### config.mk
export PLATFORM = sky130hd
export DESIGN_NAME = mult_fu_pipelined
export DESIGN_NICKNAME = d
export VERILOG_FILES = /design/src/rtl/mult_fu_pipelined.sv
export SDC_FILE = /design/constraint.sdc
export NUM_CORES = 2
export LEC_CHECK = 0
export CAP_MARGIN = 5
export CORE_ASPECT_RATIO = 0.7
export CORE_MARGIN = 2
export CORE_UTILIZATION = 65
export DETAILED_ROUTE_END_ITERATION = 6
export PLACE_DENSITY = 0.91
export SETUP_SLACK_MARGIN = 0.3
export SLEW_MARGIN = 20
export SYNTH_ARGS = -nofsm -noshare
export SYNTH_HDL_FRONTEND = slang
export SYNTH_SLANG_ARGS = --single-unit
### constraint.sdc
create_clock -name clock -period 24.1 [get_ports clock]
set_input_delay 4.82 -clock clock [delete_from_list [all_inputs] [get_ports clock]]
set_output_delay 4.82 -clock clock [all_outputs]
set_load 0.02 [all_outputs]
### src/rtl/mult_fu_pipelined.sv
// Pipelined integer multiply unit: one partial-product chunk per stage, with the result held
// in the last stage until a CDB grant. Ops are squashed on a branch mispredict.
module mult_fu_pipelined #(
  parameter int XLEN    = 32,
  parameter int STAGES  = 4,
  parameter int PREG_W  = 6,
  parameter int BMASK_W = 4,
  localparam int OCC_W  = $clog2(STAGES + 1)
) (
  input  logic               clock,
  input  logic               reset,
  input  logic               in_valid,
  output logic               in_ready,
  input  logic [1:0]         in_func,
  input  logic [XLEN-1:0]    in_rs1,
  input  logic [XLEN-1:0]    in_rs2,
  input  logic [PREG_W-1:0]  in_tag,
  input  logic [BMASK_W-1:0] in_bmask,
  input  logic               cdb_gnt,
  output logic               cdb_req,
  output logic [PREG_W-1:0]  out_tag,
  output logic [XLEN-1:0]    out_result,
  output logic [BMASK_W-1:0] out_bmask,
  output logic [OCC_W-1:0]   occupancy,
  input  logic [BMASK_W-1:0] b_mm_resolve,
  input  logic               b_mm_mispred
);

  localparam int PW = 2 * XLEN;
  localparam int C  = PW / STAGES;

  typedef enum logic [1:0] {FN_MUL, FN_MULH, FN_MULHSU, FN_MULHU} func_t;

  typedef struct packed {
    logic               valid;
    func_t              func;
    logic [PREG_W-1:0]  tag;
    logic [BMASK_W-1:0] bmask;
    logic [PW-1:0]      a;
    logic [PW-1:0]      b;
    logic [PW-1:0]      acc;
  } stage_t;

  stage_t stg_q [STAGES];
  stage_t stg_d [STAGES];

  logic [STAGES-1:0]  live;
  logic [STAGES-1:0]  load;
  logic [BMASK_W-1:0] clr_mask;
  logic               a_sgn, b_sgn, issue_kill, ld_acc;
  logic [PW-1:0]      a_x, b_x, chunk0, chunk;
  logic [OCC_W-1:0]   occ_d;

  // A stage squashed this cycle is treated as empty, so it neither requests nor blocks.
  always_comb begin
    for (int i = 0; i < STAGES; i++)
      live[i] = stg_q[i].valid && !(b_mm_mispred && (|(stg_q[i].bmask & b_mm_resolve)));
  end

  // A stage can load when it, or any stage downstream of it, is empty, or when the last stage is granted.
  always_comb begin
    ld_acc = !live[STAGES-1] || cdb_gnt;
    load   = '0;
    load[STAGES-1] = ld_acc;
    for (int i = STAGES - 2; i >= 0; i--) begin
      ld_acc  = ld_acc || !live[i];
      load[i] = ld_acc;
    end
  end

  assign in_ready = load[0];

  always_comb begin
    clr_mask   = b_mm_mispred ? '0 : b_mm_resolve;
    issue_kill = b_mm_mispred && (|(in_bmask & b_mm_resolve));
    a_sgn      = (in_func != 2'b11);
    b_sgn      = !in_func[1];
    a_x        = {{XLEN{a_sgn & in_rs1[XLEN-1]}}, in_rs1};
    b_x        = {{XLEN{b_sgn & in_rs2[XLEN-1]}}, in_rs2};
    chunk0     = {{(PW-C){1'b0}}, b_x[C-1:0]};
    chunk      = '0;
    occ_d      = '0;

    stg_d[0]       = stg_q[0];
    stg_d[0].valid = live[0];
    stg_d[0].bmask = stg_q[0].bmask & ~clr_mask;
    if (load[0]) begin
      stg_d[0].valid = in_valid && !issue_kill;
      stg_d[0].func  = func_t'(in_func);
      stg_d[0].tag   = in_tag;
      stg_d[0].bmask = in_bmask & ~clr_mask;
      stg_d[0].a     = a_x;
      stg_d[0].b     = b_x;
      stg_d[0].acc   = a_x * chunk0;
    end

    for (int i = 1; i < STAGES; i++) begin
      stg_d[i]       = stg_q[i];
      stg_d[i].valid = live[i];
      stg_d[i].bmask = stg_q[i].bmask & ~clr_mask;
      if (load[i]) begin
        chunk          = '0;
        chunk[C-1:0]   = stg_q[i-1].b[i*C +: C];
        stg_d[i]       = stg_q[i-1];
        stg_d[i].valid = live[i-1];
        stg_d[i].bmask = stg_q[i-1].bmask & ~clr_mask;
        stg_d[i].acc   = stg_q[i-1].acc + ((stg_q[i-1].a * chunk) << (i * C));
      end
    end

    for (int i = 0; i < STAGES; i++)
      occ_d = occ_d + OCC_W'(stg_d[i].valid);
  end

  always_ff @(posedge clock) begin
    if (reset) begin
      for (int i = 0; i < STAGES; i++) stg_q[i] <= '0;
      occupancy <= '0;
    end else begin
      for (int i = 0; i < STAGES; i++) stg_q[i] <= stg_d[i];
      occupancy <= occ_d;
    end
  end

  assign cdb_req    = live[STAGES-1];
  assign out_tag    = cdb_req ? stg_q[STAGES-1].tag : '0;
  assign out_bmask  = cdb_req ? stg_q[STAGES-1].bmask : '0;
  assign out_result = !cdb_req ? '0 :
                      (stg_q[STAGES-1].func == FN_MUL) ? stg_q[STAGES-1].acc[XLEN-1:0]
                                                       : stg_q[STAGES-1].acc[PW-1:XLEN];

endmodule
==> run_results.csv <==
group,metric,value,unit
synth,synth_edf_count,0,
clocking,hold_buffers,0,
cells_and_area,nets,9095,
detailed_routing,via_per_inst,5.924,
synth,syn_avg_cell_area,8.534,µm²
cells_and_area,final_common_cell,"nand2_1",
cells_and_area,multi_input_area,49090,µm²
setup_path,required,19.28,ns
synth,muxShareOfSynthArea,0,
cells_and_area,drive_gt1_frac,0.02427,
setup_path,critPathTopFamily,"simple AND/OR/NAND/NOR gates",
status,failed_checks,"DRC",
synth,synthSimpleGateAreaFrac,0.1590,
timing,setup_slack,9.872,ns
detailed_routing,routed_wl,177800,µm
place,place_area,65800,µm²
synth,ys_types,76,
synth,ys_seq_area_frac,0.1247,
setup_path,startpoint,"b_mm_resolve[0]",
setup_path,critPathKind,"primary input to output pin",
setup_path,cp_num_buf_inv,4,
cells_and_area,layout_common_cells,"1555 x nand2_1, 1453 x inv_1, 1269 x fa_1",
power,powerDensity,136.3,nW/µm²
synth,ys_ff_latch,397,
clocking,postCtsSetupBuffers,0,
clocking,cts_buffers,41,
synth,netlist.area_leader.share,0.3985,
synth,ys_warn_count,0,
clocking,root_buffer,"clkbuf_16",
setup_path,critical_path.max_fanout,52,
grt,antenna_found_initial,7,
setup_path,crit_path_end_kind,"output pin",
clocking,ctsResizeCount,0,
detailed_routing,final_antenna_net_count,0,
status,status,"finished with violations",
die,core-area,97650,µm²
timing,finClkSkew,0.04415,ns
clocking,cts_buffer_depth,3,
cells_and_area,fillerInstances,7191,
power,cellLeakagePower,31.88,nW
detailed_routing,drt-pass1-iter-count,7,
cells_and_area,seq_area,7961,µm²
place,place_ws,9.525,ns
timing,slew_headroom,0.1566,
cells_and_area,syn2layout_area_growth,5.374,%
synth,synth-async-reset-ratio,0,
timing,min_period,14.23,ns
synth,synthesis.area,63740,µm²
die,rows,96,
power,total_power,9.157,mW
setup_path,critical_path_arrival,9.41,ns
clocking,cts_tree,"yes",
grt,grt_pass1_vias,54973,
grt,grt_max_degree,171,
die,dieArea,100600,µm²
cells_and_area,final_util,0.6878,
clocking,h-tree-depth,2,
clocking,clk_latency,0.62,ns
hold_path,hold_start,"stg_q[2][133]",
grt,grt_pass1_wl,289200,µm
hold_path,worstHoldPathCells,2,
setup_path,cp_num_cells,11,
synth,synth_compound_area_frac,0.09854,
detailed_routing,drc,3,
cells_and_area,design_area,67170,µm²
setup_path,rr_worst_depth,31,
setup_path,worstPathCellList,"clkdlybuf4s50_1, a22o_1, o21ai_1, nand2_2, inv_1, nand2b_2, nor2_4, nand3_4, nor2_4, inv_4, clkdlybuf4s50_1",
die,die_height,266.0,µm
timing,period_share,0.5904,
timing,maxSlewViolCount,0,
grt,grtUsageTotal,0.3670,
synth,synth_fa_ha_area_frac,0.4763,
place,dp_hpwl,136100,µm
detailed_routing,vias,51553,
setup_path,critPathLaunchType,"primary input",
synth,synth_top_family_by_area,"adder cells",
setup_path,cpPeakStageDelay,0.61,ns
die,fp.dieW,378.3,µm
synth,syn-num-nets,9219,
setup_path,r2r_start,"stg_q[0][138]",
place,finalWeightedCongestion,0.9715,
hold_path,hold_class,"flop to flop",
power,peakVddDrop,308.7,µV
run,drv_cap,0,
timing,rsz0062_at_grt,"false",
grt,grt_overflow_total,0,
detailed_routing,routedWlPerCell,20.43,µm
clocking,cts.sinks,397,
clocking,path_clk_slew,0.06,ns
timing,maxClockFrequency,0.07028,GHz
die,start_util,0.6528,
place,io_buffers,131,
synth,syn_inst,7469,
timing,hold_viol,0,
timing,setup_total_negative_slack,0,ns
synth,ys.flop_type,"dfxtp_1",
synth,synth_largest_area_cell,"fa_1",
timing,tightest_slew,1.263,ns
detailed_routing,drt_iter0_markers,5782,
setup_path,cpMaxStageDelayCell,"clkdlybuf4s50_1",
synth,synth_xor_area_frac,0.03525,
die,ioPinCount,132,
timing,setup_viol,0,
synth,ys_top_cells_by_area,"fa_1 40%, dfxtp_1 12%, nand2_1 9.2%",
## cells by family after synthesis
family | after synthesis
flops | 397
simple gates | 2300
fa+ha+maj | 1665
xor+xnor | 255
compound gates | 1051
buf+inv | 1801
## registers in the layout, summed over array words and instances, names as in the netlist
| name | cells |
|---|---|
| occupancy | 3 |
| stg_q | 394 |
## cell type report
cell class / count / share of cell area
Multi-Input combinational cell: 5271 / 0.7308
Sequential cell: 397 / 0.1185
Inverter: 1454 / 0.08129
Tap cell: 1323 / 0.02464
Timing Repair Buffer: 180 / 0.02459
Clock buffer: 50 / 0.01669
Clock inverter: 23 / 0.003334
Antenna cell: 4 / 0.0001490
## worst reg2reg max path: cells and delay by family, from the launching register on
kind / cells / cell delay (ns)
simple gates: 4 / 0.53
fa+ha+maj: 8 / 3.82
buf+inv: 4 / 0.25
flops: 1 / 1.13
compound gates: 14 / 3.78
xor+xnor: 1 / 0.18
## metal layers
layer / GRT usage / part of all wire / wire length, µm
met1: 0.4892 / 0.38 / 67030
met5: 0 / 0.00039 / 69
met2: 0.5615 / 0.44 / 78480
met3: 0.1166 / 0.14 / 24190
met4: 0.1435 / 0.045 / 7989
## per-stage QoR
| stage | hold WS (ns) | instances |
|---|---|---|
| 2_1_floorplan | 0.4273 | 7469 |
| 3_3_place_gp | 0.4361 | 8625 |
| 3_5_place_dp | 0.4412 | 8625 |
| 4_1_cts | 0.4495 | 8698 |
| 5_1_grt | 0.4637 | 8699 |
| 6_report | 0.4472 | 8702 |
## worst paths after layout
check	end	slack, ns
worst min-delay path	stg_q[2][133]	0.45
worst max-delay path	in_ready	9.87
worst min register to register	stg_q[2][133]	0.45
worst max register to register	stg_q[1][61]	14.32
## cells in the mapped netlist, types with 11 or more instances
cell / instances
or3_1: 11
inv_1: 1454
and3_1: 25
a22o_1: 13
nor2_1: 122
o21ai_0: 100
a211oi_1: 36
nand2b_1: 24
nor3_1: 33
o31ai_1: 12
xnor2_1: 197
a21o_1: 93
nand4_1: 12
fa_1: 1269
a21oi_1: 607
and2_1: 425
dfxtp_1: 397
clkbuf_1: 328
nor2b_1: 20
ha_1: 396
o21bai_1: 40
o21a_1: 24
a31oi_1: 19
xor2_1: 57
buf_2: 13
o211ai_1: 12
nand2_1: 1556
nand3_1: 43
## where the power goes
group	switching [mW]	internal [mW]	leakage, nW
Clock	0.311	0.351	0.663
Combinational	4.49	3.05	27.9
Sequential	0.137	0.823	3.27
Total	4.93	4.22	31.9
Note: power is estimated with default switching activity, not from simulation.
